**src/rtl/iiitb_fifo_uart_tx.sv**
```systemverilog
// UART transmitter that drains bytes from iiitb_fifo: start, 8 data bits LSB first,
// optional even parity, stop. A read is only issued when the FIFO reports non-empty.
module iiitb_fifo_uart_tx #(
  parameter int CLKS_PER_BIT = 16,
  parameter bit PARITY_EN    = 1'b0
) (
  input  logic        clk,
  input  logic        rst_n,
  input  logic        en,
  input  logic        fifo_empty,
  input  logic [7:0]  fifo_data,
  output logic        fifo_rd,
  output logic        tx,
  output logic        busy,
  output logic        frame_done,
  output logic [15:0] bytes_sent
);

  typedef enum logic [2:0] {
    IDLE   = 3'd0,
    REQ    = 3'd1,
    LOAD   = 3'd2,
    START  = 3'd3,
    DATA   = 3'd4,
    PARITY = 3'd5,
    STOP   = 3'd6
  } state_t;

  localparam logic [15:0] BAUD_LAST = 16'(CLKS_PER_BIT - 1);

  state_t      state, state_nxt;
  logic        tx_nxt, rd_nxt, busy_nxt, done_nxt;
  logic [15:0] bytes_nxt;
  logic [15:0] baud_cnt, baud_nxt;
  logic [2:0]  bit_idx, idx_nxt;
  logic [7:0]  shift, shift_nxt;
  logic        parity_bit, parity_nxt;
  logic        bit_end;

  assign bit_end = (baud_cnt == BAUD_LAST);

  always_ff @(posedge clk) begin
    if (!rst_n) begin
      state      <= IDLE;
      tx         <= 1'b1;
      fifo_rd    <= 1'b0;
      busy       <= 1'b0;
      frame_done <= 1'b0;
      bytes_sent <= 16'd0;
      baud_cnt   <= 16'd0;
      bit_idx    <= 3'd0;
      shift      <= 8'd0;
      parity_bit <= 1'b0;
    end else begin
      state      <= state_nxt;
      tx         <= tx_nxt;
      fifo_rd    <= rd_nxt;
      busy       <= busy_nxt;
      frame_done <= done_nxt;
      bytes_sent <= bytes_nxt;
      baud_cnt   <= baud_nxt;
      bit_idx    <= idx_nxt;
      shift      <= shift_nxt;
      parity_bit <= parity_nxt;
    end
  end

  always_comb begin
    state_nxt  = state;
    tx_nxt     = tx;
    rd_nxt     = 1'b0;
    busy_nxt   = busy;
    done_nxt   = 1'b0;
    bytes_nxt  = bytes_sent;
    baud_nxt   = baud_cnt;
    idx_nxt    = bit_idx;
    shift_nxt  = shift;
    parity_nxt = parity_bit;

    case (state)
      IDLE: begin
        tx_nxt   = 1'b1;
        busy_nxt = 1'b0;
        if (en && !fifo_empty) begin
          rd_nxt    = 1'b1;
          busy_nxt  = 1'b1;
          state_nxt = REQ;
        end
      end
      // The FIFO pops on this edge; its new data_out is valid during LOAD.
      REQ: state_nxt = LOAD;
      LOAD: begin
        shift_nxt  = fifo_data;
        parity_nxt = ^fifo_data;
        tx_nxt     = 1'b0;
        baud_nxt   = 16'd0;
        idx_nxt    = 3'd0;
        state_nxt  = START;
      end
      START: begin
        if (bit_end) begin
          baud_nxt  = 16'd0;
          tx_nxt    = shift[0];
          state_nxt = DATA;
        end else begin
          baud_nxt = baud_cnt + 16'd1;
        end
      end
      DATA: begin
        if (bit_end) begin
          baud_nxt  = 16'd0;
          shift_nxt = {1'b0, shift[7:1]};
          idx_nxt   = bit_idx + 3'd1;
          if (bit_idx == 3'd7) begin
            if (PARITY_EN) begin
              tx_nxt    = parity_bit;
              state_nxt = PARITY;
            end else begin
              tx_nxt    = 1'b1;
              state_nxt = STOP;
            end
          end else begin
            // shift[1] becomes shift[0] at this same edge
            tx_nxt = shift[1];
          end
        end else begin
          baud_nxt = baud_cnt + 16'd1;
        end
      end
      PARITY: begin
        if (bit_end) begin
          baud_nxt  = 16'd0;
          tx_nxt    = 1'b1;
          state_nxt = STOP;
        end else begin
          baud_nxt = baud_cnt + 16'd1;
        end
      end
      STOP: begin
        if (bit_end) begin
          baud_nxt  = 16'd0;
          done_nxt  = 1'b1;
          bytes_nxt = bytes_sent + 16'd1;
          if (en && !fifo_empty) begin
            rd_nxt    = 1'b1;
            busy_nxt  = 1'b1;
            state_nxt = REQ;
          end else begin
            busy_nxt  = 1'b0;
            state_nxt = IDLE;
          end
        end else begin
          baud_nxt = baud_cnt + 16'd1;
        end
      end
      default: state_nxt = IDLE;
    endcase
  end

endmodule

```
**config.mk**
```make
export PLATFORM = sky130hd
export DESIGN_NAME = iiitb_fifo_uart_tx
export DESIGN_NICKNAME = d
export VERILOG_FILES = /design/src/rtl/iiitb_fifo_uart_tx.sv
export SDC_FILE = /design/constraint.sdc
export NUM_CORES = 1
export LEC_CHECK = 0
export BUFFER_PORTS_ARGS = -buffer_cell sky130_fd_sc_hd__buf_2
export CAP_MARGIN = 20
export CORE_UTILIZATION = 35
export CTS_BUF_LIST = sky130_fd_sc_hd__clkbuf_2 sky130_fd_sc_hd__clkbuf_4 sky130_fd_sc_hd__clkbuf_8
export DETAILED_ROUTE_END_ITERATION = 7
export SLEW_MARGIN = 20
export SYNTH_ARGS = -nofsm -noshare
export SYNTH_HDL_FRONTEND = slang
export SYNTH_SLANG_ARGS = --single-unit
```
**constraint.sdc**
```tcl
create_clock -name clk -period 4.8 [get_ports clk]
set_clock_uncertainty 0.2 [all_clocks]
set_input_delay 0.24 -clock clk [delete_from_list [all_inputs] [get_ports clk]]
set_output_delay 0.24 -clock clk [all_outputs]
set_load 0.02 [all_outputs]
```
---- Word level (Yosys, flattened, before mapping) ----
Cells that the tools add are included.
storage, ports and cells
  bits in registers ....................... 50
  bits of input ports ..................... 12
  output and inout port bits .............. 20
  word-level logic and storage cells ...... 65
operators by class
  add/sub/neg operators ................... 3
  eq/ne operators ......................... 14
  multiplexer cells ....................... 25
  reduce and logical (&&, ||, !) cells .... 14
operators with widths
  kind                                                               count
  16-bit by 1-bit adder with 16-bit output (second input constant)   2
  16-bit case mux with 2 select lines                                1
  3-bit 2-to-1 mux                                                   7
  3-bit case mux with 7 select lines                                 1
  16-bit by 4-bit == test with 1-bit output (second input constant)  1
  16-bit 2-to-1 mux                                                  1
  8-bit case mux with 2 select lines                                 1
  3-bit == test (second input constant)                              4
  2-bit != test (second input constant)                              6
  1-bit 2-to-1 mux                                                   9
  8-bit 2-to-1 mux                                                   1
  2-bit AND reduction                                                4
  3-bit by 2-bit == test with 1-bit output (second input constant)   2
  3-bit case mux with 2 select lines                                 1
  6-bit AND reduction                                                1
  2-bit nonzero test                                                 3
  1-bit case mux with 5 select lines                                 1
  5-bit nonzero test                                                 1
  1-bit case mux with 2 select lines                                 2
  4-bit AND reduction                                                1
  4-bit OR reduction                                                 1
  3-bit by 1-bit adder with 3-bit output (second input constant)     1
  3-bit by 1-bit == test with 1-bit output (second input constant)   1
  3-bit logical NOT                                                  1
  2 further kinds                                                    2

---- Logic depth before layout (Yosys ltp) ----
Gate-level depths: netlist (run 1).
  depth after elaboration ................. 5
  mapped depth ............................ 7
  mapped depth without buffers ............ 6

---- Worst setup path after synthesis (run 1) ----
OpenSTA, ideal clock, no wires.
  kind .................................... register to register
  start point ............................. register bit_idx[0]
  end point ............................... register tx
  setup time .............................. 0.115 ns
  arrival time ............................ 1.674 ns
  required time ........................... 4.485 ns
  slack ................................... 2.810 ns
  cell stages (with the launch flop) ...... 7
  buffers on the path ..................... 0
  period minus slack after synthesis ...... 1.990 ns
  cells stage by stage .................... dfxtp_1 -> ha_1 -> ha_1 -> or4b_2 -> a21oi_1 -> o221ai_1 -> and3_1
on the way
  word-level cells in the longest chain between the ends .. 4
ends and longest elaborated chain
  what                                line  source
  from (decl)                         35    logic [2:0] bit_idx, idx_nxt;
  from (signal assigned)              62    bit_idx <= idx_nxt;
  3-bit == test                       114   if (bit_idx == 3'd7) begin
  1-bit 2-to-1 mux                    114
  1-bit 2-to-1 mux                    110   if (bit_end) begin
  1-bit case mux with 5 select lines  80    case (state)
  to (signal assigned)                56    tx <= tx_nxt;
  to (decl)                           13    output logic tx,
No other way between the ends. The select of a mux whose other input is x is not followed.
A chain may end at the register's enable or synchronous reset.

==> results of run 1 <==
## layer usage
layer  wire length, um  global-route usage
met5                 0                   0
met4                46              0.0430
met3               231              0.0199
met2              3040               0.252
met1              3040               0.203
## worst max-delay path, delay by kind of cell
family | cells | cell delay [ns]
and+or+nand+nor | 1 | 0.40
AOI/OAI and AO/OA | 1 | 0.75
buffers and inverters | 2 | 1.15
muxes | 1 | 0.12
## registers in the layout, indices dropped and copies added (netlist names)
register	cells
fifo_rd	1
shift	8
state	3
busy	1
bytes_sent	16
frame_done	1
bit_idx	3
baud_cnt	16
tx	1
## cell usage after synthesis (all sizes together), types with 5 or more instances
cell type and count:
dfxtp 50, nand2 47, a21oi 20, nand3 17, mux2i 16, buf 14, a31oi 13, inv 10
nand4 10, nor4 10, o21ai 10, clkbuf 9, nor2 9, mux2 8, nand2b 8, nand3b 7
or3 7, or4 7, o41ai 6, nor3 5, o211ai 5, o311ai 5
## logic make-up after synthesis
kind of cell	after synthesis	share of synthesized area
mux	24	0.0881
xor+xnor	3	0.00925
simple gates	144	0.304
fa+ha+maj	4	0.0176
flops	50	0.352
compound gates	73	0.173
buf+inv	34	0.0564
## path summary, 6_finish.rpt
check / start / endpoint / slack, ns / cells after the start
min reg2reg: busy / busy / 0.26 / 2
max reg2reg: baud_cnt[0] / bytes_sent[3] / 2.20 / 6
max: rst_n / baud_cnt[8] / 2.16 / 5
min: fifo_empty / fifo_rd / 0.06 / 4
## placed cells by master (no fill, tap or decap), drive strengths merged, types with 2 or more instances in the layout
cell    instances
xor2            2
o41ai           6
nand3          17
nand3b          7
nand4          10
mux2i          16
o311ai          5
o211ai          5
and3            3
o21ai          10
mux2            8
nor2            9
nor3            5
nor2b           3
inv            10
a31oi          13
and4            3
nand2          47
or3b            2
clkinv          3
ha              4
dfxtp          50
o31ai           3
nand2b          8
nor4           10
clkbuf          6
or4             7
or3             7
a21oi          20
buf            33
## power by group through the flow
stage	clock network [mW]	registers (mW)	logic, mW
2_1_floorplan	0	0.440	0.0608
3_3_place_gp	0	0.448	0.0714
3_5_place_dp	0	0.448	0.0721
4_1_cts	0.264	0.438	0.0726
5_1_grt	0.279	0.441	0.0807
6_report	0.258	0.438	0.0721
## area by class of cell
cell class | count | area (um2) | share of cell area
Inverter | 11 | 41.3 | 0.0132
Multi-Input combinational cell | 248 | 1680 | 0.537
Clock inverter | 2 | 13.8 | 0.00440
Sequential cell | 50 | 1000 | 0.320
Clock buffer | 6 | 76.3 | 0.0244
Timing Repair Buffer | 33 | 190 | 0.0608
Tap cell | 102 | 128 | 0.0408
## metrics by stage
stage	power [mW]	area, um2
after floorplan	0.501	2840
after detailed placement	0.520	3010
after CTS	0.775	3100
after global placement	0.519	3010
after global routing	0.800	3130
final	0.768	3130
==> impl_summary.md, run 1 <==
Pwr
Of the total power, the clock network draws 0.336. For this design the ratio of total power to cell area is 246 nW/um2. For this design the total switching power over the nets is 0.205 mW. The leakage power is 1.14 nW. The cell-internal power is 0.563 mW. Of the total power, the share spent switching nets is 0.267. The share of total power dissipated in sequential elements is 0.571. The combinational power share is 0.094. Across the VDD grid, the largest voltage drop is 0.138 mV.

Placed design
The estimated wirelength of the detail-placed design is 4.25 mm. The final RePlAce weighted congestion is 0.832. During placement, the flow inserted port buffers numbering 31. In this run, placement finished with an instance count of 443. The pre-CTS setup slack is 1.79 ns.

Critical path
Among all stages on the critical path, the largest delay is contributed by sky130_fd_sc_hd__a21oi_2. Traced cell by cell, the critical path runs through buf_2 -> clkinv_1 -> a21oi_2 -> or3b_1 -> mux2i_1. The critical path startpoint category is a primary input.

The worst setup path is captured at a flip-flop. The maximum fanout count along the critical path is 43. On the worst path, the slowest cell contributes a delay of 0.75 ns.

The data required time of the critical path is 4.83 ns. By startpoint and endpoint, the worst setup path is classified as in2reg. At the worst endpoint, the arrival time is 2.67 ns.

Synthesis
The number of synthesized flops with an enable pin is 0. In this run, distinct cell masters in the synthesized netlist total 59. The share of flip-flops with an asynchronous set or reset after synthesis is 0. During synthesis, Yosys emitted a total of 0 warnings. The number of instances in the synthesized netlist is 332. The total of flip-flops plus latches after synthesis is 50. The number of nets in the synthesized netlist is 348.

For this run, the register share of the synthesized area comes to 0.352. The largest total area in the synthesized netlist belongs to sky130_fd_sc_hd__dfxtp_1. The mean post-synth cell area is 8.55 um2. In this run the cell area of the synthesized design comes to 2840 um2. The share of synthesized area in the top cell type comes to 0.352.

The prevailing post-synth register cell is sky130_fd_sc_hd__dfxtp_1. In the post-synthesis netlist, the biggest area contributors are sky130_fd_sc_hd__dfxtp_1, sky130_fd_sc_hd__nand2_1, sky130_fd_sc_hd__mux2i_1, sky130_fd_sc_hd__a21oi_1, sky130_fd_sc_hd__mux2_2.

Clock tree
The post-CTS setup buffer count is 0. The sink count of the clock tree is 50. The root buffer cell chosen for the clock tree is sky130_fd_sc_hd__clkbuf_8. The number of resized instances in the post-cts repair step is 0. The worst-skew pair later-pin latency is 0.31 ns.

The count of hold-fix buffers inserted at cts is 0. The number of H-tree branching levels is 2. The CTS buffer count is 5. TritonCTS built the clock tree. The longest clock path from root to sink contains 2 buffers.

Clock-pin slew was measured on the worst setup and hold paths at 0.09 ns.

Drt
The remaining number of nets flagged by the antenna check after routing is 0. The total iterations of the first detailed-routing run is 4. After detailed routing, the number of remaining DRC violations is 0. Dividing the detail-routed via count by the number of cells gives 5.59. The initial detailed-routing violation count is 109. The routed layout has 2527 vias. The final routed wirelength across all metal layers is 6.36 mm. In the final routed layout, each cell accounts on average for 14.1 um.

Floorplan
The boundary pin count is 32. The die boundary width is 92.1 um. The die footprint is 8480 um2. The number of cell rows is 32.

The initial standard-cell utilization of the core is 0.364. Measured along the y axis, the die boundary spans 92.1 um. After floorplanning, the core was sized to cover 7810 um2.

STA
The number of pins with negative max-slew slack in the final report is 0. After layout, the minimum clock period comes to 2.64 ns. The final critical-path share of the clock period is 0.550. The worst-case headroom to the max-slew limit is 0.468. Setup violations remaining at the end of the flow were counted as 0. The hold violation total from the final report is 0. The slew at the pin closest to its max-slew limit is 0.799 ns.

The worst hold margin is 0.0566 ns. Setup total negative slack on the finished layout was measured at 0 ns. Across all setup checks in the final design, the least slack found is 2.16 ns. For this run, the top clock speed supported by timing is 379 MHz. Setup repair after global routing left no endpoint under its margin.

Final layout
The non-filler instance count after layout is 452. Measured on the finished design, the core utilization comes to 0.401. At the end of the flow, the number of nets in the layout was 365. The growth of design area from synthesis to finish is 10.2%. 0 antenna diodes ended up in the layout.

Counting the fill cells in the layout gives 807. The fraction of layout cells with a size suffix above 1 is 0.186.

Global routing
The initial antenna violation count came to 0. Across every metal layer, demand over resource in global routing totals 0.151. Entering global routing, the biggest net connects 46 pins. The global-route wire length before repair is 10.6 mm. The total overflow left after global routing is 0.

The number of global-route vias before repair was 2228.

Flow run
Max-cap violations in this run came to 0.

Min path
The path class of the tightest hold or removal check is in2reg.

Status
The run finished with clean final reports.
Note: power is estimated with default switching activity, not from simulation.
==> run 2, diff against run 1 <==
==> constraint.sdc (replaced) <==
create_clock -name clk -period 2.25 [get_ports clk]
set_clock_uncertainty 0.2 [all_clocks]
set_input_delay 0.1125 -clock clk [delete_from_list [all_inputs] [get_ports clk]]
set_output_delay 0.1125 -clock clk [all_outputs]
set_load 0.02 [all_outputs]
==> run 2 against run 1 <==
Effect of this change: critical path depth increased by 1; cell count increased by 6.2%; sequential share of layout area decreased by 2.2 points; hold slack got worse by 0.024 ns; critical path type is now reg2reg.
==> impl_summary.md, run 2 (synthesized netlist as in run 1, its figures left out) <==
Clock tree
The sink count of the clock tree is 50. The clock reaches the later pin of the worst-skew pair after 0.31 ns. TritonCTS built the clock tree. The H-tree was split into 2 levels. The tree is rooted in a sky130_fd_sc_hd__clkbuf_8. The clock-pin slew reported for the worst setup and hold paths after clock tree synthesis is 0.10 ns.

Once the clock tree was built, the setup fixing pass inserted 0 buffers. The worst-case clock buffer depth is 2. In this run, CTS created clock tree buffers numbering 5.

STA
The worst-case headroom to the max-slew limit is 0.742. For the final routed database, the setup TNS stands at 0 ns. The final critical-path share of the clock period is 0.929. The hold violation total from the final report is 0.

The count of final setup violators is 0. The number of pins with negative max-slew slack in the final report is 0. Derived from the worst setup path, the maximum achievable clock frequency is 478 MHz.

Setup repair after global routing left no endpoint under its margin. At the pin with the least slew margin, the transition time is 0.387 ns. After layout, the minimum clock period comes to 2.09 ns.

Floorplan
For this design the top-level I/O count stands at 32. The die boundary width is 92.1 um. For this configuration, the core starts out at a cell density of 0.364.

The number of cell rows is 32. The die is 92.1 um tall. The die footprint is 8480 um2. The placeable core region is 7810 um2.

Final layout
After the flow finishes, the layout carries non-filler instances totaling 480. In the final layout, the share of cells above drive strength 1 is 0.230. The top cell types in the final layout, fill and taps aside, are sky130_fd_sc_hd__dfxtp_1, sky130_fd_sc_hd__nand2_1, sky130_fd_sc_hd__buf_2.

The antenna diode instance count is 0. The leading cell type in the layout, fill and taps excluded is sky130_fd_sc_hd__dfxtp_1. In the final layout, the registers with the most flip-flops are baud_cnt: 16 flops, bytes_sent: 16 flops, shift: 8 flops. The growth of design area from synthesis to finish is 18.7%.

The final-stage net count is 393.

Critical path
Setup slack on the worst reg-to-reg path comes out at 0.16 ns. Of all nets on the critical path, the largest fanout is 24. The worst setup path is of the reg2reg kind.

The data required time of the critical path is 2.30 ns. At the worst endpoint, the arrival time is 2.14 ns. The worst setup path is captured at a flip-flop. The largest single stage delay on the critical path is 0.51 ns. STA classifies the critical path startpoint as a flip-flop.

On the critical path, the stage with the largest delay is an instance of sky130_fd_sc_hd__or4_1. The critical path goes through ha_1 -> and4b_1 -> nand4_2 -> buf_6 -> or4_1 -> a21oi_1.

Placed design
At the end of routability-driven placement, the weighted congestion stood at 0.820. Summed over all nets, the half-perimeter wirelength after detailed placement is 4.67 mm. The count of buffers inserted at the top-level ports is 31. In this run, placement finished with an instance count of 464.

Pwr
Summed over all cells, the static leakage comes to 1.27 nW. The power per cell area is 529 nW/um2. The maximum vdd ir drop is 0.288 mV. The completed layout was analyzed and its total power is 1.78 mW.

Global routing
For this run, the total global-route usage over all layers was measured as 0.165. For met3 alone, demand over resource in global routing was 0.0290. The most congested layer reported by global routing is met2.

The met2 capacity usage during global routing is 0.283. The initial antenna violation count is 0. The number of global-route vias before repair is 2409. The global-route wire length before repair is 11.4 mm. Entering global routing, the biggest net connects 43 pins. Summed over all layers, the global routing overflow is 0. The fraction of met1 tracks used by global routing is 0.214.

Flow run
The max-cap violation count is 0.

Min path
The worst hold path belongs to the class in2reg.

Drt
The first detailed-routing pass ran for 4 iterations. After detailed routing, the average wire length per cell comes to 14.0 um. The via count is 2622. Wires add up to 6.71 mm. The count of nets left with antenna violations once routing finished came out at 0. The initial detailed-routing violation count is 129. For this run, design rule violations remaining after detail routing come to 0.

Using the TritonRoute via totals, the vias-per-cell ratio works out to 5.46.

Status
The flow ran to the end, and the final reports show no timing, DRC or antenna violations.
-- run 2: cell count changes in the layout (fill, tap and decap cells not counted), sizes merged --
cell,change
clkinv,-2
dlygate4sd3,+8
bufinv,+1
buf,+20
clkinvlp,+1
-- run 2: report_power, final --
| group | total [mW] | switching (mW) | internal (mW) | leakage, nW |
|---|---|---|---|---|
| combinational | 0.190 | 0.104 | 0.0850 | 0.813 |
| sequential | 0.928 | 0.0218 | 0.906 | 0.405 |
| clock | 0.665 | 0.320 | 0.345 | 0.0548 |
| total | 1.78 | 0.446 | 1.34 | 1.27 |
-- run 2: cell type report --
| cell class | instances | area, um2 |
|---|---|---|
| fill | 774 | 4440 |
| multi-input combinational | 248 | 1680 |
| sequential | 50 | 1000 |
| timing repair buffer | 61 | 404 |
| tap | 102 | 128 |
| clock buffer | 6 | 76.3 |
| inverter | 11 | 41.3 |
| clock inverter | 2 | 37.5 |
-- run 2: worst max-delay path, delay by kind of cell (launching register included) --
kind            cells  cell delay (ns)
simple gates        3             0.90
flops               1             0.35
fa+ha+maj           1             0.21
buf+inv             1             0.21
compound gates      1             0.15
-- run 2: worst paths after layout --
kind                    to  depth (start not counted)         from
max          bytes_sent[7]                          6  baud_cnt[0]
min                fifo_rd                          4           en
max reg2reg  bytes_sent[7]                          6  baud_cnt[0]
min reg2reg       shift[3]                          2     shift[3]
-- run 2: routing by layer --
layer,part of all wire,up-vias
met3,0.034,7
li1,-,1339
met2,0.49,47
met5,0,-
met1,0.47,1229
met4,0.0088,0
-- run 2: per-stage QoR --
step | hold slack [ns] | setup slack (ns) | area (um2) | util
2_1_floorplan | 0.0624 | 0.260 | 2840 | -
3_3_place_gp | 0.242 | 0.209 | 3170 | 0.406
3_5_place_dp | 0.252 | 0.163 | 3170 | 0.406
4_1_cts | 0.0272 | 0.130 | 3360 | 0.431
5_1_grt | 0.0556 | 0.0253 | 3370 | 0.432
6_report | 0.0327 | 0.160 | 3370 | 0.432
-- run 2: timing repair --
item,CTS,global route
hold buffers,8,0
hold endpoints to repair,9,0
gates resized for setup,0,5
endpoints found under the setup margin,0,4
